## src/rtl/ldmx_daq_drain_pkg.sv

```systemverilog
// ldmx_daq_drain_pkg
// Shared definitions for the DAQ drain sequencer: FSM state encoding, the
// ldmx_daq register-map addresses it touches, the advance-read command word
// and the Status[1] field positions.
package ldmx_daq_drain_pkg;

  typedef enum logic [2:0] {
    ST_IDLE      = 3'd0,
    ST_POLL      = 3'd1,
    ST_WAIT_POLL = 3'd2,
    ST_WORD_RD   = 3'd3,
    ST_WORD_OUT  = 3'd4,
    ST_ADVANCE   = 3'd5,
    ST_ERROR     = 3'd6
  } drain_state_e;

  localparam logic [11:0] STATUS1_ADDR = 12'h041;
  localparam logic [11:0] CMD1_ADDR    = 12'h001;
  localparam logic [11:0] BUF_BASE     = 12'h800;

  localparam logic [31:0] ADVANCE_CMD  = 32'h0000_0002;

  localparam int STAT_EMPTY_BIT = 0;
  localparam int STAT_LEN_LSB   = 16;
  localparam int STAT_LEN_MSB   = 26;

  function automatic logic [10:0] status_len(input logic [31:0] status);
    return status[STAT_LEN_MSB:STAT_LEN_LSB];
  endfunction

endpackage

```

## src/rtl/ldmx_daq_drain_strobe.sv

```systemverilog
// daq_strobe_master
// Runs one read or write transaction on the ldmx_daq register-strobe port.
// A start pulse requests a transaction using addr/wdata/we, which the caller
// holds until done or timeout. The strobe is only raised once both
// acknowledges are low, falls the cycle after the acknowledge is seen, and is
// abandoned after TIMEOUT cycles without one.
// Ports:
//   axi_clk, reset_n            clock, async active-low reset
//   start, we, addr, wdata      transaction request (start is a 1-cycle pulse)
//   m_rstr/m_raddr/m_rack/m_dout  DAQ read strobe port
//   m_wstr/m_waddr/m_din/m_wack   DAQ write strobe port
//   done                        acknowledge seen this cycle (strobe falls next)
//   timeout                     final timeout cycle (strobe falls next)
//   rdata                       read data, valid together with done
module daq_strobe_master #(
  parameter int TIMEOUT = 255
) (
  input  logic        axi_clk,
  input  logic        reset_n,
  input  logic        start,
  input  logic        we,
  input  logic [11:0] addr,
  input  logic [31:0] wdata,
  output logic        m_rstr,
  output logic [11:0] m_raddr,
  input  logic        m_rack,
  input  logic [31:0] m_dout,
  output logic        m_wstr,
  output logic [11:0] m_waddr,
  output logic [31:0] m_din,
  input  logic        m_wack,
  output logic        done,
  output logic        timeout,
  output logic [31:0] rdata
);

  localparam logic [15:0] TMR_LOAD = 16'(TIMEOUT);

  logic        pend;
  logic [15:0] tmr;
  logic        strobe;
  logic        ack;
  logic        can_issue;

  assign strobe    = m_rstr | m_wstr;
  assign ack       = (m_rstr & m_rack) | (m_wstr & m_wack);
  assign done      = ack;
  assign timeout   = strobe & ~ack & (tmr <= 16'd1);
  assign rdata     = m_dout;
  // Both acks must be low this cycle, so a new strobe always follows at least
  // one ack-low cycle after the previous transaction.
  assign can_issue = (start | pend) & ~strobe & ~m_rack & ~m_wack;

  always_ff @(posedge axi_clk or negedge reset_n) begin
    if (!reset_n) begin
      pend    <= 1'b0;
      tmr     <= 16'd0;
      m_rstr  <= 1'b0;
      m_raddr <= 12'd0;
      m_wstr  <= 1'b0;
      m_waddr <= 12'd0;
      m_din   <= 32'd0;
    end else if (can_issue) begin
      pend <= 1'b0;
      tmr  <= TMR_LOAD;
      if (we) begin
        m_wstr  <= 1'b1;
        m_waddr <= addr;
        m_din   <= wdata;
      end else begin
        m_rstr  <= 1'b1;
        m_raddr <= addr;
      end
    end else begin
      if (start) pend <= 1'b1;
      if (ack || timeout) begin
        m_rstr <= 1'b0;
        m_wstr <= 1'b0;
      end else if (strobe) begin
        tmr <= tmr - 16'd1;
      end
    end
  end

endmodule

```

## src/rtl/ldmx_daq_drain.sv

```systemverilog
// ldmx_daq_drain
// Drains complete events out of the ldmx_daq event buffer: polls Status[1],
// reads the event length and words through the register-strobe port, streams
// the words out with valid/ready/last, then releases the page with the
// advance-read command.
// Ports:
//   axi_clk, reset_n             clock, async active-low reset
//   enable, clr_err              start permission (level), sticky-flag clear
//   m_rstr..m_wack               DAQ register-strobe port
//   out_data/out_valid/out_last/out_ready  event word stream
//   busy                         any state except IDLE and WAIT_POLL
//   err_timeout, err_len         sticky error flags
//   events_drained               pages released (wraps)
//
// state     | meaning
// ----------+---------------------------------------------------------
// IDLE      | waiting for enable before the next status poll
// POLL      | reading Status[1] for empty flag and event length
// WAIT_POLL | buffer empty; counting POLL_INTERVAL before re-polling
// WORD_RD   | reading buffer word idx
// WORD_OUT  | presenting the word downstream until accepted
// ADVANCE   | writing the advance-read command to release the page
// ERROR     | handshake timed out; event abandoned, back to IDLE
module ldmx_daq_drain
  import ldmx_daq_drain_pkg::*;
#(
  parameter int POLL_INTERVAL = 64,
  parameter int MAX_WORDS     = 2048,
  parameter int TIMEOUT       = 255
) (
  input  logic        axi_clk,
  input  logic        reset_n,
  input  logic        enable,
  input  logic        clr_err,
  output logic        m_rstr,
  output logic [11:0] m_raddr,
  input  logic        m_rack,
  input  logic [31:0] m_dout,
  output logic        m_wstr,
  output logic [11:0] m_waddr,
  output logic [31:0] m_din,
  input  logic        m_wack,
  output logic [31:0] out_data,
  output logic        out_valid,
  input  logic        out_ready,
  output logic        out_last,
  output logic        busy,
  output logic        err_timeout,
  output logic        err_len,
  output logic [31:0] events_drained
);

  localparam logic [15:0] POLL_LOAD = 16'(POLL_INTERVAL);
  localparam logic [11:0] MAX_LEN   = 12'(MAX_WORDS);

  drain_state_e state;
  logic         start_q;
  logic         we_q;
  logic [11:0]  addr_q;
  logic [31:0]  wdata_q;
  logic [10:0]  len_q;
  logic [10:0]  idx_q;
  logic         last_q;
  logic [15:0]  poll_tmr;

  logic         mst_done;
  logic         mst_timeout;
  logic [31:0]  mst_rdata;
  logic [10:0]  stat_len;

  assign stat_len = status_len(mst_rdata);

  daq_strobe_master #(.TIMEOUT(TIMEOUT)) u_strobe (
    .axi_clk (axi_clk),
    .reset_n (reset_n),
    .start   (start_q),
    .we      (we_q),
    .addr    (addr_q),
    .wdata   (wdata_q),
    .m_rstr  (m_rstr),
    .m_raddr (m_raddr),
    .m_rack  (m_rack),
    .m_dout  (m_dout),
    .m_wstr  (m_wstr),
    .m_waddr (m_waddr),
    .m_din   (m_din),
    .m_wack  (m_wack),
    .done    (mst_done),
    .timeout (mst_timeout),
    .rdata   (mst_rdata)
  );

  always_ff @(posedge axi_clk or negedge reset_n) begin
    if (!reset_n) begin
      state          <= ST_IDLE;
      start_q        <= 1'b0;
      we_q           <= 1'b0;
      addr_q         <= 12'd0;
      wdata_q        <= 32'd0;
      len_q          <= 11'd0;
      idx_q          <= 11'd0;
      last_q         <= 1'b0;
      poll_tmr       <= 16'd0;
      out_data       <= 32'd0;
      out_valid      <= 1'b0;
      out_last       <= 1'b0;
      busy           <= 1'b0;
      err_timeout    <= 1'b0;
      err_len        <= 1'b0;
      events_drained <= 32'd0;
    end else begin
      start_q <= 1'b0;
      // Placed before the case so a flag set below in the same cycle wins.
      if (clr_err) begin
        err_timeout <= 1'b0;
        err_len     <= 1'b0;
      end

      case (state)
        ST_IDLE: begin
          if (enable) begin
            state   <= ST_POLL;
            busy    <= 1'b1;
            start_q <= 1'b1;
            we_q    <= 1'b0;
            addr_q  <= STATUS1_ADDR;
          end
        end

        ST_POLL: begin
          if (mst_timeout) begin
            err_timeout <= 1'b1;
            state       <= ST_ERROR;
          end else if (mst_done) begin
            if (mst_rdata[STAT_EMPTY_BIT]) begin
              state    <= ST_WAIT_POLL;
              busy     <= 1'b0;
              poll_tmr <= POLL_LOAD;
            end else begin
              len_q <= stat_len;
              if (stat_len == 11'd0 || {1'b0, stat_len} > MAX_LEN) begin
                if (stat_len != 11'd0) err_len <= 1'b1;
                state   <= ST_ADVANCE;
                start_q <= 1'b1;
                we_q    <= 1'b1;
                addr_q  <= CMD1_ADDR;
                wdata_q <= ADVANCE_CMD;
              end else begin
                idx_q   <= 11'd0;
                state   <= ST_WORD_RD;
                start_q <= 1'b1;
                we_q    <= 1'b0;
                addr_q  <= BUF_BASE;
              end
            end
          end
        end

        ST_WAIT_POLL: begin
          if (poll_tmr <= 16'd1) state <= ST_IDLE;
          else poll_tmr <= poll_tmr - 16'd1;
        end

        ST_WORD_RD: begin
          if (mst_timeout) begin
            err_timeout <= 1'b1;
            state       <= ST_ERROR;
          end else if (mst_done) begin
            out_data  <= mst_rdata;
            out_valid <= 1'b1;
            out_last  <= (idx_q == len_q - 11'd1);
            last_q    <= (idx_q == len_q - 11'd1);
            state     <= ST_WORD_OUT;
          end
        end

        ST_WORD_OUT: begin
          if (out_valid && out_ready) begin
            out_valid <= 1'b0;
            out_last  <= 1'b0;
          end else if (!out_valid && !m_rack) begin
            start_q <= 1'b1;
            if (last_q) begin
              state   <= ST_ADVANCE;
              we_q    <= 1'b1;
              addr_q  <= CMD1_ADDR;
              wdata_q <= ADVANCE_CMD;
            end else begin
              idx_q  <= idx_q + 11'd1;
              state  <= ST_WORD_RD;
              we_q   <= 1'b0;
              addr_q <= BUF_BASE + {1'b0, idx_q + 11'd1};
            end
          end
        end

        ST_ADVANCE: begin
          if (mst_timeout) begin
            err_timeout <= 1'b1;
            state       <= ST_ERROR;
          end else if (mst_done) begin
            events_drained <= events_drained + 32'd1;
            state          <= ST_IDLE;
            busy           <= 1'b0;
          end
        end

        ST_ERROR: begin
          // The strobe master has already dropped its strobe on the timeout.
          state <= ST_IDLE;
          busy  <= 1'b0;
        end

        default: begin
          state <= ST_IDLE;
          busy  <= 1'b0;
        end
      endcase
    end
  end

endmodule

```

## config.mk

```make
export PLATFORM = sky130hd
export DESIGN_NAME = ldmx_daq_drain
export DESIGN_NICKNAME = d
export VERILOG_FILES = /design/src/rtl/ldmx_daq_drain_pkg.sv /design/src/rtl/ldmx_daq_drain_strobe.sv /design/src/rtl/ldmx_daq_drain.sv
export SDC_FILE = /design/constraint.sdc
export NUM_CORES = 1
export LEC_CHECK = 0
export BUFFER_PORTS_ARGS = -buffer_cell sky130_fd_sc_hd__buf_2
export CAP_MARGIN = 15
export CORE_ASPECT_RATIO = 0.7
export CORE_MARGIN = 3
export CORE_UTILIZATION = 55
export CTS_CLUSTER_DIAMETER = 150
export DETAILED_ROUTE_END_ITERATION = 6
export PLACE_DENSITY_LB_ADDON = 0.1
export SLEW_MARGIN = 40
export SYNTH_ARGS = -nofsm -noshare
export SYNTH_HDL_FRONTEND = slang
export SYNTH_SLANG_ARGS = --single-unit
```

## constraint.sdc

```tcl
create_clock -name axi_clk -period 3.3 [get_ports axi_clk]
set_input_delay 0.165 -clock axi_clk [delete_from_list [all_inputs] [get_ports axi_clk]]
set_output_delay 0.165 -clock axi_clk [all_outputs]
set_load 0.005 [all_outputs]
```

After elaboration in Yosys (flattened, before gate mapping)
Cells that the tools add are included.

storage, ports and cells
  word-level logic and storage cells = 207
  flip-flop bits (word level) = 232
  input bits = 39
  memories kept = 0
  output and inout port bits = 127
  memory bits (writable) = 0
  bits in read-only memories = 0
  bits in latches = 0

cells by class
  bitwise operators = 18
  add/subtract/negate cells = 6
  divide/modulo/power cells = 0
  shift operators = 0
  $mul = 0
  muxes and demuxes = 94
  $lt $le $gt $ge = 3
  eq/ne operators = 30
  reduce and logical (&&, ||, !) cells = 33

operators by type and width
  kind                                                                               count
  32-bit 2-to-1 mux                                                                  7
  16-bit 2-to-1 mux                                                                  7
  12-bit 2-to-1 mux                                                                  8
  11-bit 2-to-1 mux                                                                  7
  32-bit case mux with 2 select lines                                                1
  1-bit 2-to-1 mux                                                                   42
  3-bit 2-to-1 mux                                                                   13
  12-bit case mux with 3 select lines                                                1
  2-bit inequality test, second input constant                                       17
  32-bit by 1-bit adder with 32-bit output, second input constant                    1
  16-bit by 1-bit less-or-equal comparator with 1-bit output, second input constant  2
  16-bit case mux with 2 select lines                                                1
  16-bit by 1-bit subtractor with 16-bit output, second input constant               2
  11-bit case mux with 2 select lines                                                1
  7-bit AND reduction                                                                3
  3-bit case mux with 6 select lines                                                 1
  8-bit AND reduction                                                                2
  12-bit by 11-bit adder with 12-bit output, first input constant                    1
  11-bit by 12-bit greater-than comparator with 1-bit output, second input constant  1
  2-bit nonzero test                                                                 6
  11-bit by 1-bit adder with 11-bit output, second input constant                    1
  11-bit == test                                                                     1
  11-bit logical NOT                                                                 1
  11-bit nonzero test                                                                1
  other kinds (22)                                                                   56

Logic depth before layout (Yosys ltp)
  depth after elaboration = 8
  mapped depth = 9
  gate-level depth less buffers = 8

Modules after synthesis
Synthesis repeated with hierarchy kept, for this count alone.

second synthesis, totals
  cells, all modules = 828
  area total of the unflattened synthesis = 9380.2 sq um

modules (own cells, without submodules)
  module             cells an instance  instances  area an instance (sq um)  seq. area each (sq um)
  ldmx_daq_drain     569                1          6049.6                    3153.0
  daq_strobe_master  259                1          3330.7                    1876.8

Least setup slack after synthesis
Ideal clock, no wire load.

  kind = reg2reg
  from = register u_strobe.tmr[14]
  to = register u_strobe.tmr[11]
  required time = 3.168 ns
  clock period less this slack = 2.321 ns
  slack = 0.979 ns
  arrival = 2.189 ns
  cell stages (with the launch flop) = 8
  buffers on the path = 1
  path through = dfrtp_1 -> or4_1 -> or4_1 -> o21ai_2 -> buf_2 -> nor3_1 -> xnor2_1 -> nor2_1

on the way
  word-level cells in the longest chain between the ends = 5

RTL lines
  item                                                        line                         text
  from (decl)                                                 ldmx_daq_drain_strobe.sv:40  logic [15:0] tmr;
  from (signal assigned)                                      ldmx_daq_drain_strobe.sv:80  tmr <= tmr - 16'd1;
  16-bit by 1-bit less-or-equal comparator with 1-bit output  ldmx_daq_drain_strobe.sv:48  assign timeout = strobe & ~ack & (tmr <= 16'd1);
  1-bit bitwise AND                                           ldmx_daq_drain_strobe.sv:48
  1-bit logical OR                                            ldmx_daq_drain_strobe.sv:76  if (ack || timeout) begin
  2-bit by 1-bit inequality test with 1-bit output (no line)  n/a
  2-bit AND reduction (no line)                               n/a

No other way between the ends.
A chain may end at the register's enable or synchronous reset.

Final worst setup path
  from = register u_strobe.tmr[14]
  to = register u_strobe.tmr[3]

The elaborated chain is that of the path after synthesis.

==> run summary <==
status: completed
total chip power: 7.09 mW
Clock Tree Buf Depth: 2
Clock Skews: 0.00840 ns
largest net degree at the start of global routing: 94
Post-CTS Repair Setup Buffers: 0
CTS-repair resized insts: 0
Reg2Reg Depth: 6
Slowest Stage Delay on Critical Path: 0.65 ns
EDFF count, synth: 0
Post-Syn Area: 8100 um2
Detailed Routing Iterations Pass 1: 5
antenna viol nets, final: 0
Critical Path Start Type: flop
Core Region: 14100 um2
static leakage: 4.73 nW
die width: 151 um
antenna violations before repair: 0
WHS: 0.0136 ns
cts hold-fix bufs: 31
Adder-Cell Fraction of Synth Area: 1.08%
row count: 36
RSZ-0062 raised after global routing: false
CP Max Fanout: 19
worst setup margin: 0.644 ns
largest family of logic cells by synthesized area: simple AND/OR/NAND/NOR gates
CP dominant cell by count: or4_1
Post-Layout Cell Count: 1114
Period minus WS final: 2.66 ns
CTS buffer count: 17
FF-to-FF setup slack: 0.64 ns
area grow syn2layout: 20.8%
Buf/Inv on CP: 0
htree depth: 4
sequential area share after synthesis: 52.5%
Via density: 5.48
MaxCap Viol Count: 0
global route total overflow: 0
die area: 16200 um2
Placement Cell Area: 8880 um2
DRC: 0
Synth Flop Type: dfrtp_1
Least-Margin Pin Slew: 0.766 ns
I/O pins: 166
Setup CP Type: reg -> reg
Multi-input gate area: 3580 um2
first-pass GRT wire length: 29.6 mm
relative slew slack: 48.9%
Reg clk slew, reported paths: 0.06 ns
reg2reg end: u_strobe.tmr[3]
Layout Nets: 958
Min-Delay Path Class: in -> reg
Pins Over Slew Limit: 0
#FFs+latches synth: 170
ranking of synthesized cells by area: dfrtp_1, mux2_2, xnor2_1
RR Startpoint: u_strobe.tmr[14]
hold depth: 2
Sum Neg Setup Slack: 0 ns
dpl hpwl: 12.5 mm
share of cells above drive strength 1: 26.3%
commonest cells after routing, fill and taps aside: dfrtp_1, buf_2, nand2_1
Final Util: 69.2%
largest area contributor in the netlist: dfrtp_1
Post-Synth XOR/XNOR Area: 7.57%
post-synthesis async set-or-reset flop share: 100%
final setup fails: 0
top cell type's share of synthesized area: 52.5%
Peak VDD IR: 0.369 mV
final wirelength: 18.0 mm
WP data arrival: 2.94 ns
post-layout instance area: 9790 um2
commonest non-fill, non-tap cell in the layout: dfrtp_1
clk_lat worst skew: 0.43 ns
synth warn: 0
mean post-synth cell area: 10.8 um2
initial core utilization: 57.3%
WHS Endpoint: len_q[2]
Hold Crit Start: m_dout[18]
mux cell area share after synthesis: 8.76%
clock sinks: 170
IO Port Bufs: 134
Reg area: 4250 um2
Crit-path slowest cell: o21ai_2
vias in the first global route: 6030
fin crit share: 80.5%
Post-Synthesis Cells: 748
FILL cells: 1061
vias: 6108
CTS tree: done
dpl cells: 1052
post-synthesis compound-gate area fraction: 8.83%
routed len/inst: 16.2 um
Hold Fails Final Rpt: 0
CTS root buf: clkbuf_16
PwrDens: 725 nW/um2
Worst Path Required: 3.58 ns
Worst setup EP type: flop
Cell variety after synth: 63
DRT iter0 DRCs: 354
highest clock rate: 0.377 GHz
Final GP Congestion: 0.848
CP top delay family: simple AND/OR/NAND/NOR gates
setup slack at placement: 0.673 ns
CP cell instances: or4_1 > or4_1 > o21ai_2 > or4_1 > xor2_1 > nand2_1
Tot GR Track Use: 22.8%
Simple-Gate Fraction of Synth Area: 16.3%
Die Y: 108 um
how the worst max path moves through the flow:
stage,endpoint,slack [ns],startpoint,cells past startpoint
global route,events_drained[30],0.50,u_strobe.m_rstr,6
CTS,u_strobe.tmr[3],0.66,u_strobe.tmr[14],6
floorplan,u_strobe.tmr[11],0.98,u_strobe.tmr[14],7
finish,u_strobe.tmr[3],0.64,u_strobe.tmr[14],6
detailed placement,u_strobe.tmr[3],0.67,u_strobe.tmr[14],6
global placement,u_strobe.tmr[3],0.74,u_strobe.tmr[14],6
state kept, by name, indices dropped and copies added (netlist names), 12 cells and up:
name,count
addr_q,12
events_drained,32
out_data,32
poll_tmr,16
u_strobe.m_raddr,12
u_strobe.m_waddr,12
u_strobe.tmr,16
layout make-up:
type	instances	share of cell area, %
Sequential cell	170	43.5
Clock buffer	19	4.53
Tap cell	190	2.43
Multi-Input combinational cell	534	36.6
Inverter	16	0.614
Clock inverter	11	1.51
Timing Repair Buffer	173	10.8
Antenna cell	1	0.0256
synth_stat cells (3+ instances only):
library cell	number
xor2_1	21
and2_1	6
or2_2	3
a21o_1	5
and3_1	16
nor2b_1	7
or4_1	6
inv_1	16
nor3_1	21
o211ai_1	3
mux2_1	7
nand4_1	8
or3_1	10
nand2_1	63
nor4_1	14
nand2b_1	6
clkbuf_1	25
a22o_1	3
or4_4	3
xnor2_1	49
nand3_1	26
a21oi_1	16
nor2_1	54
buf_4	31
dfrtp_1	170
mux2_2	56
o31ai_1	11
ha_1	7
o21ai_0	33
o21ai_1	7
worst register-to-register path, cell delays in order (launching register included):
cell,delay (ns)
dfrtp_1,0.43
or4_1,0.51
or4_1,0.47
o21ai_2,0.65
or4_1,0.23
xor2_1,0.16
nand2_1,0.07
report_power, final:
part	leakage, nW	switching [mW]	internal, mW
clock network	0.277	0.805	1.20
registers	2.21	0.456	2.59
logic	2.25	1.09	0.952
layer usage:
metal	vias up	global-route usage [%]	routed length (um)
li1	2897	-	-
met1	3008	30.6	7930
met2	180	37.4	8910
met3	23	5.39	931
met4	0	6.53	249
met5	-	0	0
cell families after synthesis:
family / count (synthesis)
multiplexers: 63
AO/OA/AOI/OAI: 106
XOR/XNOR: 70
flip-flops: 170
buffers and inverters: 74
other: 1
AND/OR/NAND/NOR: 257
adder cells (fa/ha/maj): 7
Note: power is estimated with default switching activity, not from simulation.
